$ cat config.mk
export PLATFORM = sky130hd
export DESIGN_NAME = hwpe_switch_ctrl
export DESIGN_NICKNAME = d
export VERILOG_FILES = /design/src/rtl/hwpe_switch_ctrl_pkg.sv /design/src/rtl/hwpe_outstd_cnt.sv /design/src/rtl/hwpe_switch_ctrl.sv
export SDC_FILE = /design/constraint.sdc
export NUM_CORES = 1
export LEC_CHECK = 0
export CAP_MARGIN = 20
export CORE_ASPECT_RATIO = 1.1
export CORE_UTILIZATION = 30
export DETAILED_ROUTE_END_ITERATION = 12
export HOLD_SLACK_MARGIN = 0.15
export PLACE_DENSITY = 0.53
export SYNTH_ARGS = -nofsm -noshare
export SYNTH_HDL_FRONTEND = slang
export SYNTH_SLANG_ARGS = --single-unit
$ cat constraint.sdc
create_clock -name clk_i -period 2.32 [get_ports clk_i]
set_clock_uncertainty 0.05 [all_clocks]
set_input_delay 0.696 -clock clk_i [delete_from_list [all_inputs] [get_ports clk_i]]
set_output_delay 0.696 -clock clk_i [all_outputs]
set_load 0.01 [all_outputs]
$ cat src/rtl/hwpe_switch_ctrl_pkg.sv
// Shared types and helpers for the HWPE switch sequencing controller.
package hwpe_switch_ctrl_pkg;

    typedef enum logic [2:0] {
        OFF    = 3'd0,
        RUN    = 3'd1,
        DRAIN  = 3'd2,
        GATE   = 3'd3,
        SETTLE = 3'd4,
        CLEAR  = 3'd5
    } hwpe_sw_state_e;

    // Index width for n entries; a single entry still needs one bit.
    function automatic int unsigned sw_sel_w(input int unsigned n);
        return (n > 1) ? $clog2(n) : 1;
    endfunction

endpackage

$ cat src/rtl/hwpe_outstd_cnt.sv
// Saturating up/down counter of outstanding TCDM reads with a sticky
// over/underflow flag.
module hwpe_outstd_cnt #(
    parameter int unsigned  MAX_OUTSTD = 8,
    localparam int unsigned CNT_W      = $clog2(MAX_OUTSTD + 1)
) (
    input  logic             clk_i,
    input  logic             rst_i,
    input  logic             inc_i,
    input  logic             dec_i,
    output logic [CNT_W-1:0] cnt_o,
    output logic             err_o
);

    logic [CNT_W-1:0] cnt_q, cnt_d;
    logic             err_q, err_d;

    // NOTE: every variable gets a default first, so no path leaves it unassigned and no latch is inferred.
    always_comb begin
        cnt_d = cnt_q;
        err_d = err_q;
        if (inc_i && !dec_i) begin
            if (cnt_q == CNT_W'(MAX_OUTSTD)) err_d = 1'b1;
            else                             cnt_d = cnt_q + CNT_W'(1);
        end else if (dec_i && !inc_i) begin
            if (cnt_q == '0) err_d = 1'b1;
            else             cnt_d = cnt_q - CNT_W'(1);
        end
    end

    // NOTE: sequential state uses non-blocking assignments so all registers update from pre-edge values.
    always_ff @(posedge clk_i) begin
        if (rst_i) begin
            cnt_q <= '0;
            err_q <= 1'b0;
        end else begin
            cnt_q <= cnt_d;
            err_q <= err_d;
        end
    end

    assign cnt_o = cnt_q;
    assign err_o = err_q;

endmodule

$ cat src/rtl/hwpe_switch_ctrl.sv
// Sequences HWPE select/enable changes: drains the committed HWPE, gates all
// clocks, settles, optionally soft-clears, then re-enables the new HWPE.
module hwpe_switch_ctrl
    import hwpe_switch_ctrl_pkg::*;
#(
    parameter int unsigned  N_HWPES         = 2,
    parameter int unsigned  MAX_OUTSTD      = 8,
    parameter int unsigned  SETTLE_CYCLES   = 2,
    parameter bit           CLEAR_ON_SWITCH = 1'b1,
    localparam int unsigned SEL_W           = sw_sel_w(N_HWPES)
) (
    input  logic               clk_i,
    input  logic               rst_i,
    input  logic               hwpe_en_i,
    input  logic [SEL_W-1:0]   hwpe_sel_i,
    input  logic [N_HWPES-1:0] busy_i,
    input  logic               tcdm_req_i,
    input  logic               tcdm_gnt_i,
    input  logic               tcdm_wen_i,
    input  logic               tcdm_r_valid_i,
    input  logic               cfg_req_i,
    input  logic               cfg_gnt_i,
    input  logic               cfg_r_valid_i,
    output logic [N_HWPES-1:0] clk_en_o,
    output logic [SEL_W-1:0]   sel_o,
    output logic [N_HWPES-1:0] clear_o,
    output logic               cfg_stall_o,
    output logic               switching_o,
    output logic               outstd_err_o
);

    localparam int unsigned CNT_W       = $clog2(MAX_OUTSTD + 1);
    localparam int unsigned ST_W        = sw_sel_w(SETTLE_CYCLES);
    localparam logic [ST_W-1:0] ST_LAST = ST_W'(SETTLE_CYCLES - 1);

    hwpe_sw_state_e     state_q, state_d;
    logic [SEL_W-1:0]   sel_q, sel_d;
    logic               tgt_on_q, tgt_on_d;
    logic [SEL_W-1:0]   tgt_sel_q, tgt_sel_d;
    logic [ST_W-1:0]    settle_cnt_q, settle_cnt_d;
    logic               cfg_pend_q, cfg_pend_d;
    logic [N_HWPES-1:0] clk_en_q, clk_en_d;
    logic [N_HWPES-1:0] clear_q, clear_d;
    logic               cfg_stall_q, cfg_stall_d;
    logic               switching_q, switching_d;

    logic [CNT_W-1:0]   outstd_cnt;
    logic               want_on;
    logic [SEL_W-1:0]   want_sel;
    logic               idle;

    hwpe_outstd_cnt #(
        .MAX_OUTSTD(MAX_OUTSTD)
    ) i_outstd_cnt (
        .clk_i (clk_i),
        .rst_i (rst_i),
        .inc_i (tcdm_req_i & tcdm_gnt_i & tcdm_wen_i),
        .dec_i (tcdm_r_valid_i),
        .cnt_o (outstd_cnt),
        .err_o (outstd_err_o)
    );

    // An out-of-range index is a request to switch everything off.
    if (N_HWPES == 1) begin : g_single
        assign want_on  = hwpe_en_i;
        assign want_sel = '0;
    end else begin : g_multi
        assign want_on  = hwpe_en_i & (32'(hwpe_sel_i) < N_HWPES);
        assign want_sel = hwpe_sel_i;
    end

    assign idle       = ~busy_i[sel_q] & (outstd_cnt == '0) & ~cfg_pend_q;
    assign cfg_pend_d = (cfg_req_i & cfg_gnt_i & ~cfg_stall_q) | (cfg_pend_q & ~cfg_r_valid_i);

    always_comb begin
        state_d      = state_q;
        sel_d        = sel_q;
        tgt_on_d     = tgt_on_q;
        tgt_sel_d    = tgt_sel_q;
        settle_cnt_d = settle_cnt_q;
        case (state_q)
            OFF: begin
                if (want_on) begin
                    state_d      = SETTLE;
                    sel_d        = want_sel;
                    settle_cnt_d = '0;
                end
            end
            RUN: begin
                if (!want_on || want_sel != sel_q) state_d = DRAIN;
            end
            DRAIN: begin
                tgt_on_d  = want_on;
                tgt_sel_d = want_sel;
                if (idle) state_d = GATE;
            end
            GATE: begin
                if (!tgt_on_q) begin
                    state_d = OFF;
                end else begin
                    state_d      = SETTLE;
                    sel_d        = tgt_sel_q;
                    settle_cnt_d = '0;
                end
            end
            SETTLE: begin
                if (settle_cnt_q != ST_LAST) begin
                    settle_cnt_d = settle_cnt_q + ST_W'(1);
                end else if (!want_on) begin
                    state_d = OFF;
                end else if (want_sel != sel_q) begin
                    // Clocks are still all gated, so the select may move here.
                    sel_d        = want_sel;
                    settle_cnt_d = '0;
                end else begin
                    state_d = CLEAR_ON_SWITCH ? CLEAR : RUN;
                end
            end
            CLEAR:   state_d = RUN;
            default: state_d = OFF;
        endcase
    end

    // Outputs are decoded from the next state and registered alongside it.
    always_comb begin
        clk_en_d = '0;
        clear_d  = '0;
        if (state_d == RUN || state_d == DRAIN || state_d == CLEAR) clk_en_d = N_HWPES'(1) << sel_d;
        if (state_d == CLEAR) clear_d = clk_en_d;
        cfg_stall_d = (state_d != RUN);
        switching_d = (state_d != RUN) && (state_d != OFF);
    end

    always_ff @(posedge clk_i) begin
        if (rst_i) begin
            state_q      <= OFF;
            sel_q        <= '0;
            tgt_on_q     <= 1'b0;
            tgt_sel_q    <= '0;
            settle_cnt_q <= '0;
            cfg_pend_q   <= 1'b0;
            clk_en_q     <= '0;
            clear_q      <= '0;
            cfg_stall_q  <= 1'b1;
            switching_q  <= 1'b0;
        end else begin
            state_q      <= state_d;
            sel_q        <= sel_d;
            tgt_on_q     <= tgt_on_d;
            tgt_sel_q    <= tgt_sel_d;
            settle_cnt_q <= settle_cnt_d;
            cfg_pend_q   <= cfg_pend_d;
            clk_en_q     <= clk_en_d;
            clear_q      <= clear_d;
            cfg_stall_q  <= cfg_stall_d;
            switching_q  <= switching_d;
        end
    end

    assign clk_en_o    = clk_en_q;
    assign sel_o       = sel_q;
    assign clear_o     = clear_q;
    assign cfg_stall_o = cfg_stall_q;
    assign switching_o = switching_q;

endmodule

== Word-level counts from Yosys, hierarchy flattened ==
Index checks and enable logic that the tools add are counted.

* Bits in registers: 19
* Bits of input ports: 13
* Output and inout bits: 8
* Logic and storage cells: 96

* Add/subtract/negate cells: 3
* $lt $le $gt $ge: 1
* Equal/unequal tests: 16
* Shift operators: 1
* Muxes and demuxes: 31
* Bitwise gates (word level): 13
* Reductions and logical operators: 19

{| class="wikitable"
|+ Operators with widths
! operator !! count
|-
| two-way mux 3 bit || 7
|-
| one-hot mux 3 bit (6 select lines) || 1
|-
| two-way mux 1 bit || 16
|-
| two-way mux 4 bit || 4
|-
| == test 3 x 2 -> 1 bit, second input constant || 3
|-
| == test 3 bit, second input constant || 3
|-
| AND reduction 3 bit || 3
|-
| inequality test 2 bit, second input constant || 4
|-
| bitwise AND 1 bit || 7
|-
| == test 3 x 1 -> 1 bit, second input constant || 2
|-
| one-hot mux 1 bit (3 select lines) || 2
|-
| nonzero test 3 bit || 2
|-
| inverter 1 bit || 5
|-
| adder 4 x 1 -> 4 bit, second input constant || 1
|-
| == test 4 bit, second input constant || 1
|-
| zero test 4 bit || 1
|-
| nonzero test 2 bit || 2
|-
| subtractor 4 x 1 -> 4 bit, second input constant || 1
|-
| logical AND 1 bit || 3
|-
| zero test 1 bit || 3
|-
| zero test 3 bit || 1
|-
| logical OR 1 bit || 3
|-
| inequality test 3 x 1 -> 1 bit, second input constant || 1
|-
| < comparator 1 x 2 -> 1 bit, second input constant || 1
|-
| other kinds (7) || 7
|}

== Logic depth before layout (Yosys ltp) ==
Gate-level depths: netlist (run 1).

* Depth after elaboration: 11
* Gate-level depth with buffers: 9
* Gate-level depth less buffers: 9

== By module ==
A second synthesis (run 1) with hierarchy kept.

* Cells, all modules: 117
* Area total of the unflattened synthesis: 1028.5 um2

{| class="wikitable"
|+ By module, submodules not included
! module !! instances !! cells each !! area each (um2) !! sequential area each (um2)
|-
| hwpe_switch_ctrl || 1 || 72 || 648.1 || 280.3
|-
| hwpe_outstd_cnt || 1 || 45 || 380.4 || 100.1
|}

== Worst setup path before layout (run 1) ==
No wires, ideal clock.

* Path type: input to register
* Start: input port tcdm_req_i
* End: register i_outstd_cnt.cnt_q[3] (netlist: i_outstd_cnt.cnt_o[3])
* Library setup time: 0.143 ns
* Arrival: 2.031 ns
* Required time: 2.127 ns
* Slack: 0.096 ns
* Cell stages on the path: 9
* Path buffers: 0
* Cell sequence: nand3_1 inv_1 ha_1 inv_1 ha_1 a21oi_1 a211oi_1 o21ai_0 o311ai_0

* Cells in the longest elaborated chain, start to end: 6
* Elaborated cells on any way between the ends: 10
* Those cells by class: eq/ne (2); mux (1); bitwise (2); reduce/logical (5)

{| class="wikitable"
|+ RTL lines
! element !! RTL line !! text
|-
| start: declaration || hwpe_switch_ctrl.sv:17 || <nowiki>input logic tcdm_req_i,</nowiki>
|-
| bitwise AND 1 bit * (2 in a row) || hwpe_switch_ctrl.sv:57 || <nowiki>.inc_i (tcdm_req_i & tcdm_gnt_i & tcdm_wen_i),</nowiki>
|-
| zero test 1 bit || hwpe_outstd_cnt.sv:25 || <nowiki>end else if (dec_i && !inc_i) begin</nowiki>
|-
| logical AND 1 bit || hwpe_outstd_cnt.sv:25 ||
|-
| nonzero test 2 bit (no source line) || -- ||
|-
| AND reduction 3 bit (no source line) || -- ||
|-
| end signal: assignment || hwpe_outstd_cnt.sv:37 || <nowiki>cnt_q <= cnt_d;</nowiki>
|-
| end: declaration || hwpe_outstd_cnt.sv:15 || <nowiki>logic [CNT_W-1:0] cnt_q, cnt_d;</nowiki>
|}

Every way passes the cells marked *; elsewhere a longest branch is shown, timed or not.
A chain may end at the register's enable or synchronous reset.

== Worst setup path in the final report (run 1) ==
* Start: input port tcdm_req_i
* End: register i_outstd_cnt.cnt_q[2] (netlist: i_outstd_cnt.cnt_o[2])

The elaborated chain is that of the path after synthesis.

==> results of run 1 <==
==> final cells by class <==
cell class | count | area, sq um
Timing Repair Buffer | 35 | 313
Tap cell | 34 | 42.5
Sequential cell | 19 | 380
Clock inverter | 1 | 5.00
Multi-Input combinational cell | 78 | 601
Inverter | 5 | 18.8
Fill cell | 310 | 1690
Clock buffer | 3 | 22.5
==> tightest hold or removal path, delay by kind of cell (launching register included) <==
| family | cells | cell delay, ns |
|---|---|---|
| compound gates | 1 | 0.04 |
| flops | 1 | 0.34 |
| simple gates | 1 | 0.07 |
==> synthesized netlist by cell type, drive strengths merged <==
master,instances,share of area [%]
ha,4,5.1
a21o,1,0.77
dfxtp,19,39
and4b,1,1.2
o21a,1,0.77
nor2,12,4.6
a221oi,2,2.4
and2,1,0.64
a211oi,4,3.6
nand4,1,0.64
a311oi,1,0.90
and2b,1,0.77
and4,3,2.7
nand2,3,1.2
clkbuf,1,0.38
o21ai,2,1.0
nor4b,1,1.5
a21oi,6,3.5
nand3,3,1.5
or4b,1,1.0
nor2b,1,0.64
xnor2,4,3.6
buf,1,0.38
a31oi,3,1.9
fa,1,2.1
nor3b,2,3.2
and3,1,0.64
nor3,5,2.6
o311ai,1,0.90
mux2i,3,3.1
nor4,1,0.64
nand2b,7,4.5
inv,5,1.9
nand3b,1,0.77
==> worst max path at each step <==
stage / to / slack, ns / start / cells past startpoint
final: i_outstd_cnt.cnt_o[2]$_SDFFE_PP0P_ / 0.11 / tcdm_req_i / 9
after global routing: i_outstd_cnt.cnt_o[3]$_SDFFE_PP0P_ / 0.01 / tcdm_gnt_i / 10
after CTS: i_outstd_cnt.cnt_o[3]$_SDFFE_PP0P_ / 0.04 / tcdm_req_i / 10
after detailed placement: i_outstd_cnt.cnt_o[3]$_SDFFE_PP0P_ / -0.43 / tcdm_req_i / 10
after global placement: i_outstd_cnt.cnt_o[3]$_SDFFE_PP0P_ / -0.32 / tcdm_req_i / 10
after floorplan: i_outstd_cnt.cnt_o[3]$_SDFFE_PP0P_ / 0.1 / tcdm_req_i / 9
==> layer usage <==
metal  GRT usage [%]  vias up
met4            6.97        0
met3            2.28        6
met2            21.4       14
met1            16.8      400
li1                -      457
met5               0        -
==> power by group through the flow <==
stage	clock [W]	sequential [W]	combinational, W
2_1_floorplan	0	0.000413	0.000196
3_3_place_gp	0	0.000417	0.000328
3_5_place_dp	0	0.000416	0.000331
4_1_cts	0.000181	0.000413	0.000355
5_1_grt	0.000198	0.000423	0.000427
6_report	0.000173	0.000414	0.000381
==> flip-flops by register name, summed over array words and instances (netlist names) <==
name	cells
state_q	3
tgt_on_q	1
tgt_sel_q	1
sel_o	1
clear_o	2
cfg_stall_o	1
cfg_pend_q	1
switching_o	1
settle_cnt_q	1
clk_en_o	2
i_outstd_cnt.cnt_o	4
i_outstd_cnt.err_o	1
==> cell families (layout without fill, tap and decap cells) <==
kind of cell	count (synthesis)	count (layout)	synth area share (%)
DFF	19	19	39.0
buffers and inverters	7	44	2.69
and+or+nand+nor	45	45	28.7
muxes	3	3	3.08
xor gates and xnor gates	4	4	3.59
AOI/OAI and AO/OA	21	21	15.8
adders and majority gates	5	5	7.18
==> repair_timing <==
item,4_1_cts,5_1_grt
endpoints found under the setup margin,1,1
pin swaps,1,0
gates resized for setup,2,6
hold buffers,0,0
==> cells in the final DEF (no fill, tap or decap), drive strengths merged, types with 2 or more instances in the layout <==
| master | netlist | layout |
|---|---|---|
| buf | 1 | 15 |
| clkdlybuf4s50 | 0 | 20 |
| dfxtp | 19 | 19 |
| inv | 5 | 5 |
| a221oi | 2 | 2 |
| mux2i | 3 | 3 |
| a211oi | 4 | 4 |
| a21oi | 6 | 6 |
| and4 | 3 | 3 |
| nand3 | 3 | 3 |
| nor2 | 12 | 12 |
| o21ai | 2 | 2 |
| xnor2 | 4 | 4 |
| nand2b | 7 | 7 |
| clkbuf | 1 | 3 |
| ha | 4 | 4 |
| nand2 | 3 | 3 |
| nor3b | 2 | 2 |
| nor3 | 5 | 5 |
| a31oi | 3 | 3 |
==> per-stage QoR <==
step	instance area, sq um	util, %	power, W	cells	hold WS [ns]
floorplan	976	-	0.000609	104	0.395
global placement	1320	43.1	0.000745	171	0.408
detailed placement	1320	43.1	0.000747	171	0.407
CTS	1370	44.5	0.000949	175	0.435
global route	1380	45.0	0.00105	175	0.492
finish	1380	45.0	0.000968	175	0.427
==> metrics.yaml, run 1 <==
timing:
  final_max_slew_viol_count: 0
  finalCritPeriodShare_pct: 95.2
  period_needed_ns: 2.21
  setup_viol: 0
  setup_tns_ns: 0
  slew_headroom_pct: 66.7
  rsz0062_at_grt: "false"
  hold_violations: 0
  fmax_mhz: 453
  worstMarginPinSlew_ns: 0.497
  layout_setup_ws_ns: 0.111
logic_synthesis:
  synth_area_sq_um: 976
  yosysUniqueCellTypes: 38
  seq_area_frac_synth_pct: 39.0
  netlist_instances: 104
  syn_area_per_cell_sq_um: 9.38
  ys_seq_elements: 19
  synth_warnings: 0
  syn_nets: 122
worst_hold_path:
  hold_depth: 2
  worstHoldStart: "i_outstd_cnt.err_o$_SDFFE_PP0P_"
  hold_path.class: "register to register"
  min_to: "i_outstd_cnt.err_o$_SDFFE_PP0P_"
global_route:
  grt_pass1_vias: 802
  track_usage_pct: 13.1
  grt_overflow: 0
  grt_pass1_wl_um: 3520
  antenna_found_initial: 0
  grt_max_degree: 12
clocking:
  cts.path.max_buffers: 2
  insertion_delay_ns: 0.30
  tritoncts: "yes"
  htreeDepth: 1
  numCtsBuffers: 3
  ctsRootBufferMaster: "clkbuf_4"
  path_clk_slew_ns: 0.12
  cts_setup_buffers: 0
  cts.sinks: 19
routing:
  dr_wl_met3_um: 63
  ant_nets: 0
  drcViolationCount: 0
  drt_wl_total_um: 1990
  drt_pass1_iterations: 4
  top_layer: "met4"
  num_vias: 877
  vias_per_cell: 5.01
  drt_iter0_drc: 15
  wl_met1_um: 1010
  wl_met2_um: 864
  post_drt_wl_per_cell_um: 11.4
setup_path:
  critPathMaxFanout: 3
  slowest_stage: "clkdlybuf4s50_1"
  path_cells: "clkdlybuf4s50_1 -> nand3_1 -> inv_1 -> ha_2 -> inv_2 -> buf_4 -> fa_1 -> xnor2_1 -> a211oi_1"
  reg2reg_depth: 5
  cp-end-kind: "register"
  worstPathRequired_ns: 2.49
  critical_path_class: "input pin to register"
  max_stage_delay_ns: 0.45
  worst_setup_path_start_kind: "input pin"
  cp_data_arrival_time_ns: 2.38
  r2r_end: "clk_en_o[0]$_SDFF_PP0_"
  crit_buf_inv: 4
  crit_family: "buffers and inverters"
  r2r_start: "sel_o$_SDFF_PP0_"
  rrSetupSlack_ns: 0.56
finish:
  syn_to_final_growth_pct: 41.7
  antenna_cells: 0
  final_nets: 160
  drive_gt1_share_pct: 22.0
power:
  comb_power_share_pct: 39.4
  p_int_w: 0.000643
  p_sw_share_pct: 33.6
  ir_drop_v: 0.000339
  clockPowerShare_pct: 17.9
  power_leakage_nw: 0.513
  switching_power_w: 0.000326
  pwr-share-seq_pct: 42.7
  power.density_mw_per_mm2: 700
placed_design:
  hpwl_um: 1580
  portBuffers: 20
  place.gp.congestion: 0.845
  place_ws_ns: -0.430
floorplan:
  fp.coreArea_sq_mm: 0.00307
  dieArea_sq_mm: 0.00349
  start_util_pct: 31.7
  die_h_um: 61.8
  placement_rows: 21
  fp.dieW_um: 56.4
  io-pin-count: 21
outcome:
  status: "complete, no violations"
job:
  maxCapViolCount: 0
(Power assumes the default switching activity.)
==> inputs of run 2 (changes only) <==
CORE_UTILIZATION = 44   (was 30)
CTS_CLUSTER_SIZE = 8   (was not set)
PLACE_DENSITY = 0.73   (was 0.53)
==> run 2 against run 1 <==
Net effect:
- clock power decreased by 3%
- combinational power about the same
- final area barely moved
- via count rose by 4.1%
- cell count is 3.4% lower
- register-to-register slack lost 0.09 ns
- flip-flop and latch count unchanged
- critical path type unchanged
- highest routed layer unchanged
==> metrics.yaml, run 2 (synthesis gave the netlist of run 1 again) <==
placed_design:
  portBuffers: 20
  hpwl_um: 1540
  place_ws_ns: -0.432
  place.gp.congestion: 0.817
  dp_cells: 165
finish:
  final_nets: 160
  antenna_cells: 0
  largest_reg_flops: 4
  mostFrequentLayoutCell: "clkdlybuf4s50_1"
  final_cells: 169
  mostFrequentLayoutCells: "clkdlybuf4s50_1, dfxtp_1, buf_4"
  drive_gt1_share_pct: 24.1
  syn_to_final_growth_pct: 41.5
clocking:
  insertion_delay_ns: 0.30
  path_clk_slew_ns: 0.11
  tritoncts: "yes"
  cts.sinks: 19
  ctsRootBufferMaster: "clkbuf_4"
  cts_setup_buffers: 0
  cts.path.max_buffers: 2
  htreeDepth: 1
  numCtsBuffers: 3
  ctsHoldBuffers: 0
setup_path:
  critPathMaxFanout: 4
  cp_data_arrival_time_ns: 2.38
  max_stage_delay_ns: 0.47
  cp_num_cells: 10
  r2r_end: "cfg_stall_o$_SDFF_PP1_"
  crit_buf_inv: 3
  cp-end-kind: "register"
  worst_setup_path_start_kind: "input pin"
  critical_path_class: "input pin to register"
  worstPathRequired_ns: 2.45
  crit_path_start: "tcdm_req_i"
  cp-endpoint: "i_outstd_cnt.cnt_o[3]$_SDFFE_PP0P_"
  slowest_stage: "clkdlybuf4s50_1"
  reg2reg_depth: 4
  crit_family: "compound AO/OA/AOI/OAI gates"
  path_cells: "clkdlybuf4s50_1 -> nand3_2 -> inv_1 -> ha_2 -> inv_2 -> ha_4 -> a21oi_2 -> a211oi_1 -> a31oi_1 -> o311ai_1"
  r2r_start: "i_outstd_cnt.cnt_o[2]$_SDFFE_PP0P_"
  rrSetupSlack_ns: 0.47
global_route:
  met1_usage_pct: 26.2
  use_met3_pct: 4.95
  grt_pass1_vias: 844
  grt_max_degree: 12
  grt_pass1_wl_um: 3530
  grt.met2_usage_pct: 32.9
  grt_overflow: 0
  track_usage_pct: 20.5
  top_usage_layer: "met2"
  antenna_found_initial: 0
floorplan:
  io-pin-count: 21
  placement_rows: 17
  dieArea_sq_mm: 0.00241
  fp.coreArea_sq_mm: 0.00204
  start_util_pct: 47.8
  die_h_um: 51.4
  fp.dieW_um: 46.9
timing:
  final_max_slew_viol_count: 0
  setup_tns_ns: 0
  setup_viol: 0
  hold_violations: 0
  finalCritPeriodShare_pct: 97.0
  slew_headroom_pct: 65.4
  fmax_mhz: 444
  holdWs_ns: 0.463
  worstMarginPinSlew_ns: 0.515
  layout_setup_ws_ns: 0.0695
  period_needed_ns: 2.25
routing:
  drcViolationCount: 0
  post_drt_wl_per_cell_um: 12.5
  num_vias: 913
  drt_iter0_drc: 26
  ant_nets: 0
  drt_wl_total_um: 2120
  drt_pass1_iterations: 4
  vias_per_cell: 5.40
power:
  finalPower_w: 0.000969
  ir_drop_v: 0.000707
  power_leakage_nw: 0.511
  power.density_mw_per_mm2: 702
job:
  maxCapViolCount: 0
worst_hold_path:
  hold_path.class: "register to register"
outcome:
  status: "complete, no violations"
[run 2: changes by cell type in the layout (fill, tap and decap cells not counted)]
cell,previous run,this run
a21oi_2,1,2
a21oi_4,1,0
a31oi_1,3,2
a31oi_2,0,1
fa_1,1,0
fa_2,0,1
nand3_1,2,1
nand3_2,1,2
[run 2: layout make-up]
type	count	area (sq um)
clock buffers	3	22.5
repair buffers	35	313
clock inverters	1	5.00
inverters	5	18.8
well taps	28	35.0
multi-input cells	78	607
flip-flops and latches	19	380
fillers	172	661
[run 2: routing by layer]
layer	part of all wire [%]	vias up
li1	-	456
met1	45	416
met2	48	34
met3	5.3	7
met4	1.7	0
met5	0	-
[run 2: how the worst min path moves through the flow]
stage	cells after the start	endpoint	from
5_1_grt	2	cfg_pend_q$_SDFF_PP0_	cfg_pend_q$_SDFF_PP0_
6_report	2	i_outstd_cnt.err_o$_SDFFE_PP0P_	i_outstd_cnt.err_o$_SDFFE_PP0P_
3_3_place_gp	2	i_outstd_cnt.err_o$_SDFFE_PP0P_	i_outstd_cnt.err_o$_SDFFE_PP0P_
2_1_floorplan	2	cfg_pend_q$_SDFF_PP0_	cfg_pend_q$_SDFF_PP0_
4_1_cts	2	cfg_pend_q$_SDFF_PP0_	cfg_pend_q$_SDFF_PP0_
3_5_place_dp	2	cfg_pend_q$_SDFF_PP0_	cfg_pend_q$_SDFF_PP0_
[run 2: power by group]
part           internal [W]  switching, W  leakage (nW)
Sequential         0.000367     0.0000506         0.155
Combinational      0.000207      0.000178         0.339
Clock             0.0000643      0.000104        0.0177
[run 2: what timing repair did]
item,4_1_cts,5_1_grt
gates resized for setup,3,7
pin swaps,1,2
gates cloned,0,0
endpoints found under the setup margin,1,2
[run 2: stage by stage]
stage          util [%]  cell area [sq um]
2_1_floorplan         -                976
3_3_place_gp       64.5               1320
3_5_place_dp       64.5               1320
4_1_cts            66.9               1370
5_1_grt            67.6               1380
6_report           67.6               1380
[run 2: worst reg2reg max path, stage by stage (launching register included)]
cell,delay (ns)
dfxtp_1,0.38
nor3_1,0.46
and4_1,0.31
a211oi_2,0.05
or4b_1,0.48
==> inputs of run 3 (changes only) <==
SETUP_SLACK_MARGIN = 0.15   (was not set)
==> run 3 against run 2 <==
Net effect:
- global-route usage about the same
- critical path depth fell by 9
- first-iteration DRC count decreased by 85%
- clock-buffer cell count unchanged
- clock power is 4% lower
- flip-flop and latch count unchanged
- cell count down 1.2%
- non-clock buffer count down 2
- largest cell class unchanged
==> metrics.yaml, run 3 (synthesis gave the netlist of run 1 again) <==
power:
  power.density_mw_per_mm2: 703
  power_leakage_nw: 0.548
  p_int_w: 0.000660
  ir_drop_v: 0.000571
  p_sw_share_pct: 34.9
  switching_power_w: 0.000354
  finalPower_w: 0.00101
  comb_power_share_pct: 42.5
  clockPowerShare_pct: 15.9
  pwr-share-seq_pct: 41.6
clocking:
  ctsRootBufferMaster: "clkbuf_4"
  insertion_delay_ns: 0.30
  numCtsBuffers: 3
  cts_setup_buffers: 0
  cts.sinks: 19
  ctsHoldBuffers: 0
  tritoncts: "yes"
  htreeDepth: 1
  path_clk_slew_ns: 0.11
  cts.path.max_buffers: 2
placed_design:
  placed_area_sq_mm: 0.00132
  place.gp.congestion: 0.751
  portBuffers: 20
  hpwl_um: 1580
  place_ws_ns: -0.312
worst_hold_path:
  worstHoldStart: "i_outstd_cnt.err_o$_SDFFE_PP0P_"
  hold_path.class: "register to register"
  hold_depth: 2
  min_to: "i_outstd_cnt.err_o$_SDFFE_PP0P_"
timing:
  rsz0062_at_grt: "false"
  period_needed_ns: 2.11
  hold_violations: 0
  final_max_slew_viol_count: 0
  slew_headroom_pct: 68.5
  layout_setup_ws_ns: 0.208
  worstMarginPinSlew_ns: 0.469
  setup_viol: 0
  fmax_mhz: 474
  finalCritPeriodShare_pct: 91.0
setup_path:
  worstPathRequired_ns: 1.57
  crit_family: "buffers and inverters"
  rrSetupSlack_ns: 0.52
  cp_data_arrival_time_ns: 1.37
  reg2reg_depth: 4
  path_cells: "clkdlybuf4s50_1"
  critPathMaxFanout: 4
  r2r_end: "cfg_stall_o$_SDFF_PP1_"
  max_stage_delay_ns: 0.59
  r2r_start: "i_outstd_cnt.cnt_o[1]$_SDFFE_PP0P_"
  cp-end-kind: "primary output"
  crit_buf_inv: 1
  slowest_stage: "clkdlybuf4s50_1"
  critical_path_class: "register to primary output"
  worst_setup_path_start_kind: "register"
routing:
  vias_per_cell: 5.33
  ant_nets: 0
  drt_pass1_iterations: 4
  drcViolationCount: 0
  num_vias: 890
  drt_wl_total_um: 2130
  drt_iter0_drc: 4
  post_drt_wl_per_cell_um: 12.7
finish:
  syn_to_final_growth_pct: 47.8
  final_nets: 158
  mostFrequentLayoutCell: "dfxtp_1"
  fillers: 168
  mostFrequentLayoutCells: "dfxtp_1, clkdlybuf4s50_1, buf_4"
  final_cell_area_sq_mm: 0.00144
  drive_gt1_share_pct: 28.8
  largest_reg_flops: 4
  antenna_cells: 0
floorplan:
  die_h_um: 51.4
  fp.dieW_um: 46.9
  start_util_pct: 47.8
  placement_rows: 17
  fp.coreArea_sq_mm: 0.00204
  dieArea_sq_mm: 0.00241
  io-pin-count: 21
job:
  maxCapViolCount: 0
global_route:
  track_usage_pct: 20.5
  grt_max_degree: 13
  grt_pass1_vias: 798
  antenna_found_initial: 0
  grt_overflow: 0
  grt_pass1_wl_um: 3530
outcome:
  status: "complete, no violations"
## run 3: power groups by stage
stage | Clock [W] | Sequential, W | Combinational (W)
final | 0.000161 | 0.000423 | 0.000431
after global routing | 0.000183 | 0.000430 | 0.000469
after CTS | 0.000166 | 0.000421 | 0.000400
after detailed placement | 0 | 0.000422 | 0.000340
after global placement | 0 | 0.000420 | 0.000331
after floorplan | 0 | 0.000418 | 0.000215
## run 3: how the worst max path moves through the flow
| stage | from | end | slack [ns] | depth (start not counted) |
|---|---|---|---|---|
| global placement | tcdm_req_i | i_outstd_cnt.cnt_o[3]$_SDFFE_PP0P_ | -0.22 | 10 |
| floorplan | tcdm_req_i | i_outstd_cnt.cnt_o[3]$_SDFFE_PP0P_ | 0.19 | 9 |
| detailed placement | tcdm_req_i | i_outstd_cnt.cnt_o[3]$_SDFFE_PP0P_ | -0.31 | 10 |
| finish | sel_o$_SDFF_PP0_ | sel_o | 0.21 | 1 |
| CTS | tcdm_req_i | i_outstd_cnt.cnt_o[3]$_SDFFE_PP0P_ | 0.15 | 10 |
| global route | hwpe_sel_i | cfg_stall_o$_SDFF_PP1_ | 0.16 | 5 |
## run 3: metal layers
metal / GRT usage, % / share of wire, % / wire length, um
met5: 0 / 0 / 0
met3: 6.36 / 3.5 / 75
met4: 5.71 / 0.99 / 21
met1: 27.2 / 48 / 1010
met2: 31.5 / 48 / 1020
## run 3: what timing repair did
item / CTS / global route
resized for setup: 13 / 11
pin swaps: 4 / 9
endpoints found under the setup margin: 3 / 6
gates cloned: 0 / 0
## run 3: layout make-up
cell class                 count  area (sq um)  share of cell area (%)
multi-input combinational     78           671                    46.5
inverter                       5          21.3                    1.47
clock buffer                   3          22.5                    1.56
clock inverter                 1          5.00                   0.347
sequential                    19           380                    26.4
timing repair buffer          33           308                    21.3
tap                           28          35.0                    2.43
## run 3: stage by stage
stage	std cells	hold WS, ns	setup TNS [ns]	util (%)
2_1_floorplan	104	0.395	0	-
4_1_cts	167	0.439	0	68.6
3_3_place_gp	163	0.406	-0.878	64.5
5_1_grt	167	0.461	0	70.6
3_5_place_dp	163	0.411	-1.11	64.5
6_report	167	0.437	0	70.6
